File: config.mk
export PLATFORM = sky130hd
export DESIGN_NAME = mem_stage
export DESIGN_NICKNAME = d
export VERILOG_FILES = /design/src/rtl/mem_pkg.sv /design/src/rtl/load_align.sv /design/src/rtl/mem_stage.sv
export SDC_FILE = /design/constraint.sdc
export NUM_CORES = 1
export LEC_CHECK = 0
export ABC_AREA = 1
export BUFFER_PORTS_ARGS = -buffer_cell sky130_fd_sc_hd__buf_2
export CORE_AREA = 3 3 215 217
export CTS_CLUSTER_SIZE = 25
export DETAILED_ROUTE_END_ITERATION = 10
export DIE_AREA = 0 0 218 220
export PLACE_DENSITY = 0.68
export SLEW_MARGIN = 0
export SYNTH_ARGS = -nofsm -noshare
export SYNTH_HDL_FRONTEND = slang
export SYNTH_SLANG_ARGS = --single-unit
File: constraint.sdc
create_clock -name clk -period 9.6 [get_ports clk]
set_input_delay 0.96 -clock clk [delete_from_list [all_inputs] [get_ports clk]]
set_output_delay 0.96 -clock clk [all_outputs]
set_load 0.05 [all_outputs]
File: src/rtl/mem_pkg.sv
// Shared types and helpers for the memory-access stage: FSM states,
// access-size encodings and the byte-count helper.
package mem_pkg;

  typedef enum logic [1:0] {
    IDLE = 2'd0,
    REQ  = 2'd1,
    RESP = 2'd2,
    OUT  = 2'd3
  } state_t;

  localparam logic [1:0] MEM_B = 2'd0;
  localparam logic [1:0] MEM_H = 2'd1;
  localparam logic [1:0] MEM_W = 2'd2;
  localparam logic [1:0] MEM_D = 2'd3;

  function automatic logic [3:0] size_bytes(input logic [1:0] size);
    return 4'd1 << size;
  endfunction

endpackage

File: src/rtl/load_align.sv
// Load data formatting: shifts the addressed lane down to bit 0, then
// truncates to the access size and sign- or zero-extends to 64 bits.
module load_align
  import mem_pkg::*;
#(
  parameter int XLEN = 64
) (
  input  logic [XLEN-1:0] rdata,
  input  logic [2:0]      offset,
  input  logic [1:0]      size,
  input  logic            is_unsigned,
  output logic [XLEN-1:0] value
);

  logic [XLEN-1:0] shifted;

  always_comb begin
    shifted = rdata >> {offset, 3'b000};
    value   = shifted;
    unique case (size)
      MEM_B: value = is_unsigned ? {{(XLEN-8){1'b0}}, shifted[7:0]}
                                 : {{(XLEN-8){shifted[7]}}, shifted[7:0]};
      MEM_H: value = is_unsigned ? {{(XLEN-16){1'b0}}, shifted[15:0]}
                                 : {{(XLEN-16){shifted[15]}}, shifted[15:0]};
      MEM_W: value = is_unsigned ? {{(XLEN-32){1'b0}}, shifted[31:0]}
                                 : {{(XLEN-32){shifted[31]}}, shifted[31:0]};
      MEM_D: value = shifted;
    endcase
  end

endmodule

File: src/rtl/mem_stage.sv
// Memory-access stage: one instruction in flight, loads/stores go over the
// dmem request/response bus, everything else passes straight to write-back.
module mem_stage
  import mem_pkg::*;
#(
  parameter int XLEN       = 64,
  parameter int REG_ADDR_W = 5
) (
  input  logic                  clk,
  input  logic                  rst_n,
  input  logic                  ex_valid,
  output logic                  ex_ready,
  input  logic [XLEN-1:0]       ex_pc,
  input  logic [XLEN-1:0]       ex_alu_res,
  input  logic [XLEN-1:0]       ex_store_data,
  input  logic                  ex_mem_ld,
  input  logic                  ex_mem_st,
  input  logic [1:0]            ex_mem_size,
  input  logic                  ex_mem_unsigned,
  input  logic                  ex_reg_wen,
  input  logic [REG_ADDR_W-1:0] ex_reg_waddr,
  output logic                  dmem_req_valid,
  input  logic                  dmem_req_ready,
  output logic [XLEN-1:0]       dmem_req_addr,
  output logic                  dmem_req_wen,
  output logic [XLEN-1:0]       dmem_req_wdata,
  output logic [7:0]            dmem_req_wmask,
  input  logic                  dmem_resp_valid,
  input  logic [XLEN-1:0]       dmem_resp_rdata,
  output logic                  wb_valid,
  input  logic                  wb_ready,
  output logic                  wb_reg_wen,
  output logic [REG_ADDR_W-1:0] wb_reg_waddr,
  output logic [XLEN-1:0]       wb_rdata,
  output logic [XLEN-1:0]       wb_pc,
  output logic                  misalign_err
);

  state_t state, state_next;

  logic                  accept, ex_mem, ex_misaligned, pass_through;
  logic [3:0]            ex_nbytes;
  logic [2:0]            ex_low_mask;

  logic [XLEN-1:0]       pc_p1, addr_p1, sdata_p1;
  logic                  ld_p1, st_p1, uns_p1, wen_p1;
  logic [1:0]            size_p1;
  logic [REG_ADDR_W-1:0] waddr_p1;

  logic [XLEN-1:0]       rdata_p2;
  logic                  wen_p2, mis_p2;

  logic                  req_active, is_store;
  logic [7:0]            base_mask;
  logic [XLEN-1:0]       load_value;

  assign accept        = ex_valid && ex_ready;
  assign ex_mem        = ex_mem_ld || ex_mem_st;
  assign ex_nbytes     = size_bytes(ex_mem_size);
  assign ex_low_mask   = 3'(ex_nbytes - 4'd1);
  assign ex_misaligned = |(ex_alu_res[2:0] & ex_low_mask);
  assign pass_through  = !ex_mem || ex_misaligned;

  always_comb begin
    state_next = state;
    unique case (state)
      IDLE: if (accept) state_next = pass_through ? OUT : REQ;
      REQ:  if (dmem_req_ready) state_next = RESP;
      RESP: if (dmem_resp_valid) state_next = OUT;
      OUT:  if (wb_ready) state_next = IDLE;
    endcase
  end

  always_ff @(posedge clk or posedge rst_n) begin
    if (rst_n) state <= IDLE;
    else       state <= state_next;
  end

  // p1: instruction captured at acceptance
  always_ff @(posedge clk or posedge rst_n) begin
    if (rst_n) begin
      pc_p1    <= '0;
      addr_p1  <= '0;
      sdata_p1 <= '0;
      ld_p1    <= 1'b0;
      st_p1    <= 1'b0;
      size_p1  <= MEM_B;
      uns_p1   <= 1'b0;
      wen_p1   <= 1'b0;
      waddr_p1 <= '0;
    end else if (accept) begin
      pc_p1    <= ex_pc;
      addr_p1  <= ex_alu_res;
      sdata_p1 <= ex_store_data;
      ld_p1    <= ex_mem_ld;
      st_p1    <= ex_mem_st;
      size_p1  <= ex_mem_size;
      uns_p1   <= ex_mem_unsigned;
      wen_p1   <= ex_reg_wen;
      waddr_p1 <= ex_reg_waddr;
    end
  end

  // Load wins when both ld and st are flagged.
  assign is_store   = st_p1 && !ld_p1;
  assign req_active = (state == REQ);

  always_comb begin
    base_mask = 8'h01;
    unique case (size_p1)
      MEM_B: base_mask = 8'h01;
      MEM_H: base_mask = 8'h03;
      MEM_W: base_mask = 8'h0F;
      MEM_D: base_mask = 8'hFF;
    endcase
  end

  assign dmem_req_valid = req_active;
  assign dmem_req_addr  = req_active ? {addr_p1[XLEN-1:3], 3'b000} : '0;
  assign dmem_req_wen   = req_active && is_store;
  assign dmem_req_wdata = (req_active && is_store) ? (sdata_p1 << {addr_p1[2:0], 3'b000}) : '0;
  assign dmem_req_wmask = (req_active && is_store) ? (base_mask << addr_p1[2:0]) : 8'h00;

  load_align #(.XLEN(XLEN)) u_load_align (
    .rdata       (dmem_resp_rdata),
    .offset      (addr_p1[2:0]),
    .size        (size_p1),
    .is_unsigned (uns_p1),
    .value       (load_value)
  );

  // p2: write-back payload, loaded on entry to OUT and held there
  always_ff @(posedge clk or posedge rst_n) begin
    if (rst_n) begin
      rdata_p2 <= '0;
      wen_p2   <= 1'b0;
      mis_p2   <= 1'b0;
    end else begin
      mis_p2 <= accept && ex_mem && ex_misaligned;
      if (accept && pass_through) begin
        rdata_p2 <= ex_mem ? '0 : ex_alu_res;
        wen_p2   <= ex_mem ? 1'b0 : ex_reg_wen;
      end else if (state == RESP && dmem_resp_valid) begin
        rdata_p2 <= ld_p1 ? load_value : '0;
        wen_p2   <= ld_p1 && wen_p1;
      end
    end
  end

  assign ex_ready     = (state == IDLE);
  assign wb_valid     = (state == OUT);
  assign wb_reg_wen   = (state == OUT) && wen_p2;
  assign wb_reg_waddr = waddr_p1;
  assign wb_rdata     = rdata_p2;
  assign wb_pc        = pc_p1;
  assign misalign_err = mis_p2;

endmodule

==> results of run 1 <==
## report_power, final
| group | internal [uW] | switching [uW] |
|---|---|---|
| clock network | 737 | 501 |
| logic | 1100 | 3470 |
| registers | 1690 | 376 |
| total | 3530 | 4340 |
## area by class of cell
type	instances	area, um^2	share of cell area
Multi-Input combinational cell	1683	7370	0.377
Clock inverter	9	164	0.00837
Sequential cell	271	6790	0.347
Clock buffer	44	875	0.0447
Inverter	202	769	0.0393
Tap cell	592	741	0.0378
Antenna cell	6	15.0	0.000767
Timing Repair Buffer	561	2850	0.146
## layer usage
layer / part of all wire / vias up / global-route usage
met5: 0.0029 / - / 0
met4: 0.039 / 30 / 0.0913
met3: 0.077 / 142 / 0.0554
met2: 0.48 / 754 / 0.440
met1: 0.40 / 8153 / 0.324
li1: - / 8237 / -
## sequential cells by signal (all words and copies together) (netlist names), 2 cells and up
signal and count:
state 2, wb_pc 64, addr_p1 64, size_p1 2, sdata_p1 64, wb_reg_waddr 5, wb_rdata 64
## metrics by stage
stage | hold slack [ns] | util | total power, uW
4_1_cts | 0.420 | 0.441 | 7900
6_report | 0.399 | 0.442 | 7880
2_1_floorplan | 0.449 | - | 5410
3_3_place_gp | 0.458 | 0.418 | 6570
5_1_grt | 0.443 | 0.442 | 8420
3_5_place_dp | 0.460 | 0.418 | 6630
## layout by cell type (no fill, tap or decap), types with 18 or more instances in the layout
cell type / synthesis / final
clkbuf_16: 0 / 31
o21ai_0: 157 / 157
nor2_1: 172 / 171
o22ai_1: 18 / 18
a21oi_1: 83 / 83
nand3_1: 287 / 286
nand2_1: 836 / 832
dfrtp_1: 271 / 269
buf_2: 36 / 544
nor3_1: 63 / 63
inv_1: 199 / 196
## cell families after synthesis
group	Yosys count	share of synthesized area
and+or+nand+nor	1368	0.358
other	1	0.000239
adders and majority gates	4	0.00319
AOI/OAI and AO/OA	300	0.102
DFF	271	0.433
buffers and inverters	378	0.0987
muxes	8	0.00511
## worst paths after layout
| path | to | slack, ns | cells after the start |
|---|---|---|---|
| worst max-delay path | dmem_req_wdata[59] | 5.16 | 6 |
| worst min-delay path | wb_pc[55]$_DFFE_PP0P_ | 0.40 | 2 |
| worst max register to register | wb_rdata[21]$_DFFE_PP0P_ | 5.62 | 9 |
| worst min register to register | wb_reg_waddr[0]$_DFFE_PP0P_ | 0.48 | 2 |
| max in group asynchronous | addr_p1[0]$_DFFE_PP0P_ | 6.99 | 4 |
| min in group clk | wb_reg_waddr[0]$_DFFE_PP0P_ | 0.48 | 2 |
==> impl_metrics.json, run 1 <==
{
  "maximum_number_of_pins_on_one_net_before_global_route_repair": 110,
  "clockRootBuffer": "clkbuf_16",
  "synth_top_area_share": 0.433,
  "finalSetupViolations": 0,
  "postSynth.topFlopCell": "dfrtp_1",
  "leakage_uw": 0.0112,
  "detailedRoute.firstIterationViolations": 1730,
  "finalHoldViolations": 0,
  "die_area_um2": 48000,
  "die_height_um": 220,
  "startpoint_type": "flop",
  "yosys_register_bits": 271,
  "crit_path_cell_trace": "buf_4, o21ai_0, nand2_1, o21ai_0, o21ai_0, buf_2",
  "post-place-ws_ns": 5.35,
  "tritoncts_num_sinks": 271,
  "vias_per_cell": 5.14,
  "tritoncts_clock_tree": "yes",
  "pwr_density_cell_nw_per_um2": 402,
  "grt_usage": 0.258,
  "setup-tns-final_ns": 0,
  "clock_insertion_delay_at_the_later_pin_of_the_skew_report_ns": 0.59,
  "number_of_enable_flip_flop_cells_after_synthesis": 0,
  "drtPass1Iterations": 5,
  "worstPathMaxFanout": 90,
  "top_count_cell_post_synth": "nand2_1",
  "final_min_period_over_clock_period": 0.463,
  "floorplan.io_pins": 548,
  "skew_ns": 0.0138,
  "growth_of_design_area_from_synthesis_to_finish_pct": 24.9,
  "wl_per_cell_um": 19.1,
  "worstPathArrival_ns": 3.48,
  "timing.max_cap.violations": 0,
  "finalCriticalPeriod_ns": 4.44,
  "type_of_the_most_critical_hold_path": "input pin to asynchronous set/reset pin",
  "wp_buf_inv": 2,
  "critPathMostFrequentCell": "o21ai_0",
  "critical_path_class": "flop to output port",
  "reg2reg_from": "state[0]$_DFFE_PP0P_",
  "synthesis.area_um2": 15700,
  "yosys.cell_types.count": 26,
  "worst-slew-pin-transition_ns": 1.22,
  "critical_path.slowest_cell": "dfrtp_4",
  "crit_path_max_incr_delay_ns": 0.83,
  "number_of_placement_rows": 77,
  "layout_setup_ws_ns": 5.16,
  "design_area_um2": 19600,
  "detailed_place.area_um2": 18500,
  "port_buffers": 544,
  "synth.area.top_cells": "dfrtp_1 (43%), nand2_1 (20%), nand3_1 (9.2%)",
  "finalMaxSlewViolations": 0,
  "final_cells": 3368,
  "vdd_drop_max_mv": 0.213,
  "number_of_remaining_drc_errors": 0,
  "run_status": "complete, no violations",
  "max_slew_margin": 0.189,
  "n_fill_cell": 4740,
  "post-place-cells": 3309,
  "post_cts_setup_buffers": 0,
  "maximum_clock_frequency_mhz": 225,
  "nNetsFinal": 3027,
  "htree_num_levels": 1,
  "unrepaired_setup_endpoints_after_global_routing": "no",
  "worst_ep_required_time_ns": 8.64,
  "ratio_of_cells_with_drive_above_1_in_the_final_layout": 0.225,
  "proportion_of_register_bits_with_asynchronous_set_or_reset_after_synthesis": 1.00,
  "dieWidth_um": 218,
  "dp.final_hpwl_um": 47200,
  "ant_nets": 0,
  "ctsResizeCount": 0,
  "initial_utilization": 0.354,
  "path_clk_slew_ns": 0.06,
  "global_route_wire_length_before_repair_um": 97200,
  "worstSetupStartpoint": "addr_p1[0]$_DFFE_PP0P_",
  "post_cts_hold_buffer_count": 0,
  "synth.avg_cell_area_um2": 6.73,
  "synth.cells.most_frequent": "nand2_1 (836), nand3_1 (287), dfrtp_1 (271)",
  "postRouteWirelength_um": 64400,
  "antenna_found_initial": 19,
  "capturing_element_type_of_the_critical_path": "output port",
  "detailroute.via_count": 17316,
  "synth_largest_area_cell": "dfrtp_1",
  "global_route.overflow_total": 0,
  "core-area_um2": 44300,
  "postSynthCellCount": 2330,
  "finalWeightedCongestion": 0.946,
  "cts_max_path_buffers": 3,
  "yosys_warnings": 0,
  "cp_top_family": "buffers and inverters",
  "synth.yosys.seq_area_share": 0.433,
  "vias_in_the_first_global_route": 16787,
  "cts_made_buffers": 31
}
No activity file was read; power rests on OpenSTA's default activity.
==> run 2, diff against run 1 <==
==> constraint.sdc (replaced) <==
create_clock -name clk -period 4.2 [get_ports clk]
set_input_delay 0.42 -clock clk [delete_from_list [all_inputs] [get_ports clk]]
set_output_delay 0.42 -clock clk [all_outputs]
set_load 0.05 [all_outputs]
==> impl_metrics.json, run 2 (synthesis gave the netlist of run 1 again) <==
{
  "run_status": "complete, no violations",
  "clockRootBuffer": "clkbuf_16",
  "switching_share": 0.543,
  "maximum_clock_frequency_mhz": 265,
  "port_buffers": 544,
  "timing.max_cap.violations": 0,
  "hold_path_startpoint": "ex_pc[18]",
  "worstPathMaxFanout": 32,
  "antenna_found_initial": 23,
  "drtPass1Iterations": 5,
  "ratio_of_cells_with_drive_above_1_in_the_final_layout": 0.232,
  "die_area_um2": 48000,
  "postRouteWirelength_um": 64700,
  "capturing_element_type_of_the_critical_path": "output port",
  "cts_made_buffers": 34,
  "worst_ep_required_time_ns": 3.78,
  "maximum_number_of_pins_on_one_net_before_global_route_repair": 130,
  "finalCriticalPeriod_ns": 3.77,
  "vias_in_the_first_global_route": 16773,
  "core-area_um2": 44300,
  "clockPowerShare": 0.173,
  "number_of_placement_rows": 77,
  "worstSetupStartpoint": "state[1]$_DFFE_PP0P_",
  "tritoncts_num_sinks": 271,
  "initial_utilization": 0.354,
  "power.sequential.fraction": 0.257,
  "finalMaxSlewViolations": 0,
  "clock_insertion_delay_at_the_later_pin_of_the_skew_report_ns": 0.55,
  "reg2regPathDepth": 10,
  "startpoint_type": "flop",
  "type_of_the_most_critical_hold_path": "input pin to flop",
  "detailedRoute.firstIterationViolations": 1571,
  "unrepaired_setup_endpoints_after_global_routing": "no",
  "final.hold.worst_slack_ns": 0.0576,
  "tritoncts_clock_tree": "yes",
  "max_slew_margin": 0.286,
  "die_height_um": 220,
  "vdd_drop_max_mv": 0.584,
  "worst-slew-pin-transition_ns": 1.07,
  "layout.cells.most_common": "nand2_1",
  "worstSetupPathDepth": 10,
  "floorplan.io_pins": 548,
  "wl_per_cell_um": 19.1,
  "cts_max_path_buffers": 3,
  "holdPathStages": 3,
  "finalSetupViolations": 0,
  "route.met3.wl_um": 5310,
  "final_min_period_over_clock_period": 0.897,
  "dp.final_hpwl_um": 48300,
  "finalWeightedCongestion": 0.927,
  "setup-tns-final_ns": 0,
  "met2WireLength_um": 31400,
  "ant_nets": 0,
  "critical_path.slowest_cell": "inv_1",
  "global_route.overflow_total": 0,
  "net-switching-power_uw": 10000,
  "leakage_uw": 0.0113,
  "crit_path_cell_trace": "inv_1, ha_2, nand3_1, nor2_1, buf_4, inv_1, buf_4, a221o_1, o21ai_0, buf_2",
  "maxUsedRoutingLayer": "met5",
  "skew_ns": 0.0320,
  "leading_cell_types_in_the_layout_fill_and_taps_excluded": "nand2_1 (832), buf_2 (541), nand3_1 (286)",
  "critical_path_class": "flop to output port",
  "finalHoldViolations": 0,
  "nNetsFinal": 3044,
  "number_of_remaining_drc_errors": 0,
  "path_clk_slew_ns": 0.06,
  "htree_num_levels": 2,
  "dieWidth_um": 218,
  "vias_per_cell": 5.11,
  "crit_path_max_incr_delay_ns": 0.51,
  "comb_power_share": 0.570,
  "reg2reg_from": "state[0]$_DFFE_PP0P_",
  "wp_buf_inv": 5,
  "pwr_density_cell_nw_per_um2": 925,
  "growth_of_design_area_from_synthesis_to_finish_pct": 27.3,
  "drt-met1-wl_um": 25600,
  "detailroute.via_count": 17352,
  "cell_internal_pwr_uw": 8440,
  "grt_usage": 0.259,
  "global_route_wire_length_before_repair_um": 96300,
  "worstPathArrival_ns": 3.35,
  "cp_top_family": "buffers and inverters"
}
-- run 2: changes by cell type in the layout (fill, tap and decap cells not counted), moves of 2 or more --
cell	change
buf_12	+6
buf_2	-3
buf_4	+10
bufinv_16	+2
clkbuf_1	-2
clkbuf_16	+3
clkinvlp_4	+3
diode_2	+4
inv_6	+2
-- run 2: worst paths after layout --
check                                           to  slack, ns
setup / recovery                dmem_req_wdata[49]       0.43
hold / removal               wb_pc[18]$_DFFE_PP0P_       0.06
setup reg to reg           wb_rdata[7]$_DFFE_PP0P_       0.81
hold reg to reg            wb_rdata[1]$_DFFE_PP0P_       0.47
max in group asynchronous    wb_pc[55]$_DFFE_PP0P_       2.57
min in group asynchronous  addr_p1[17]$_DFFE_PP0P_       0.50
-- run 2: power by group through the flow --
stage	Clock, uW	Sequential, uW	Combinational, uW
2_1_floorplan	0	6630	5720
3_5_place_dp	0	4740	10500
5_1_grt	3360	4890	11500
4_1_cts	3250	4730	10500
3_3_place_gp	0	4710	10400
6_report	3180	4750	10500
-- run 2: layout make-up --
type | count | area (um^2)
Fill cell | 4631 | 24400
Multi-Input combinational cell | 1683 | 7370
Sequential cell | 271 | 6790
Timing Repair Buffer | 575 | 3040
Clock buffer | 46 | 956
Inverter | 202 | 766
Tap cell | 592 | 741
Clock inverter | 16 | 258
Antenna cell | 10 | 25.0
-- run 2: repair_timing --
item,CTS,global route
setup buffers,0,0
resized for setup,0,0
hold buffers,1,0
endpoints found under the setup margin,0,0
hold endpoints to repair,22,0
-- run 2: routing by layer --
metal | global-route usage | up-vias
met5 | 0 | -
met2 | 0.448 | 731
met1 | 0.312 | 8153
li1 | - | 8282
met3 | 0.0648 | 154
met4 | 0.0950 | 32
-- run 2: worst min-delay path, cell delays in order --
cell and delay [ns]:
buf_2 0.07, nand2_1 0.04, nand2_1 0.04
-- run 2: through the flow --
stage | worst slack, ns | power [uW] | area [um^2] | utilization | cells
2_1_floorplan | 0.199 | 12400 | 15700 | - | 2332
3_5_place_dp | 0.837 | 15300 | 18700 | 0.422 | 3322
6_report | 0.431 | 18500 | 19900 | 0.450 | 3395
4_1_cts | 0.374 | 18500 | 19900 | 0.450 | 3385
3_3_place_gp | 0.949 | 15100 | 18700 | 0.422 | 3322
5_1_grt | 0.161 | 19700 | 19900 | 0.450 | 3390
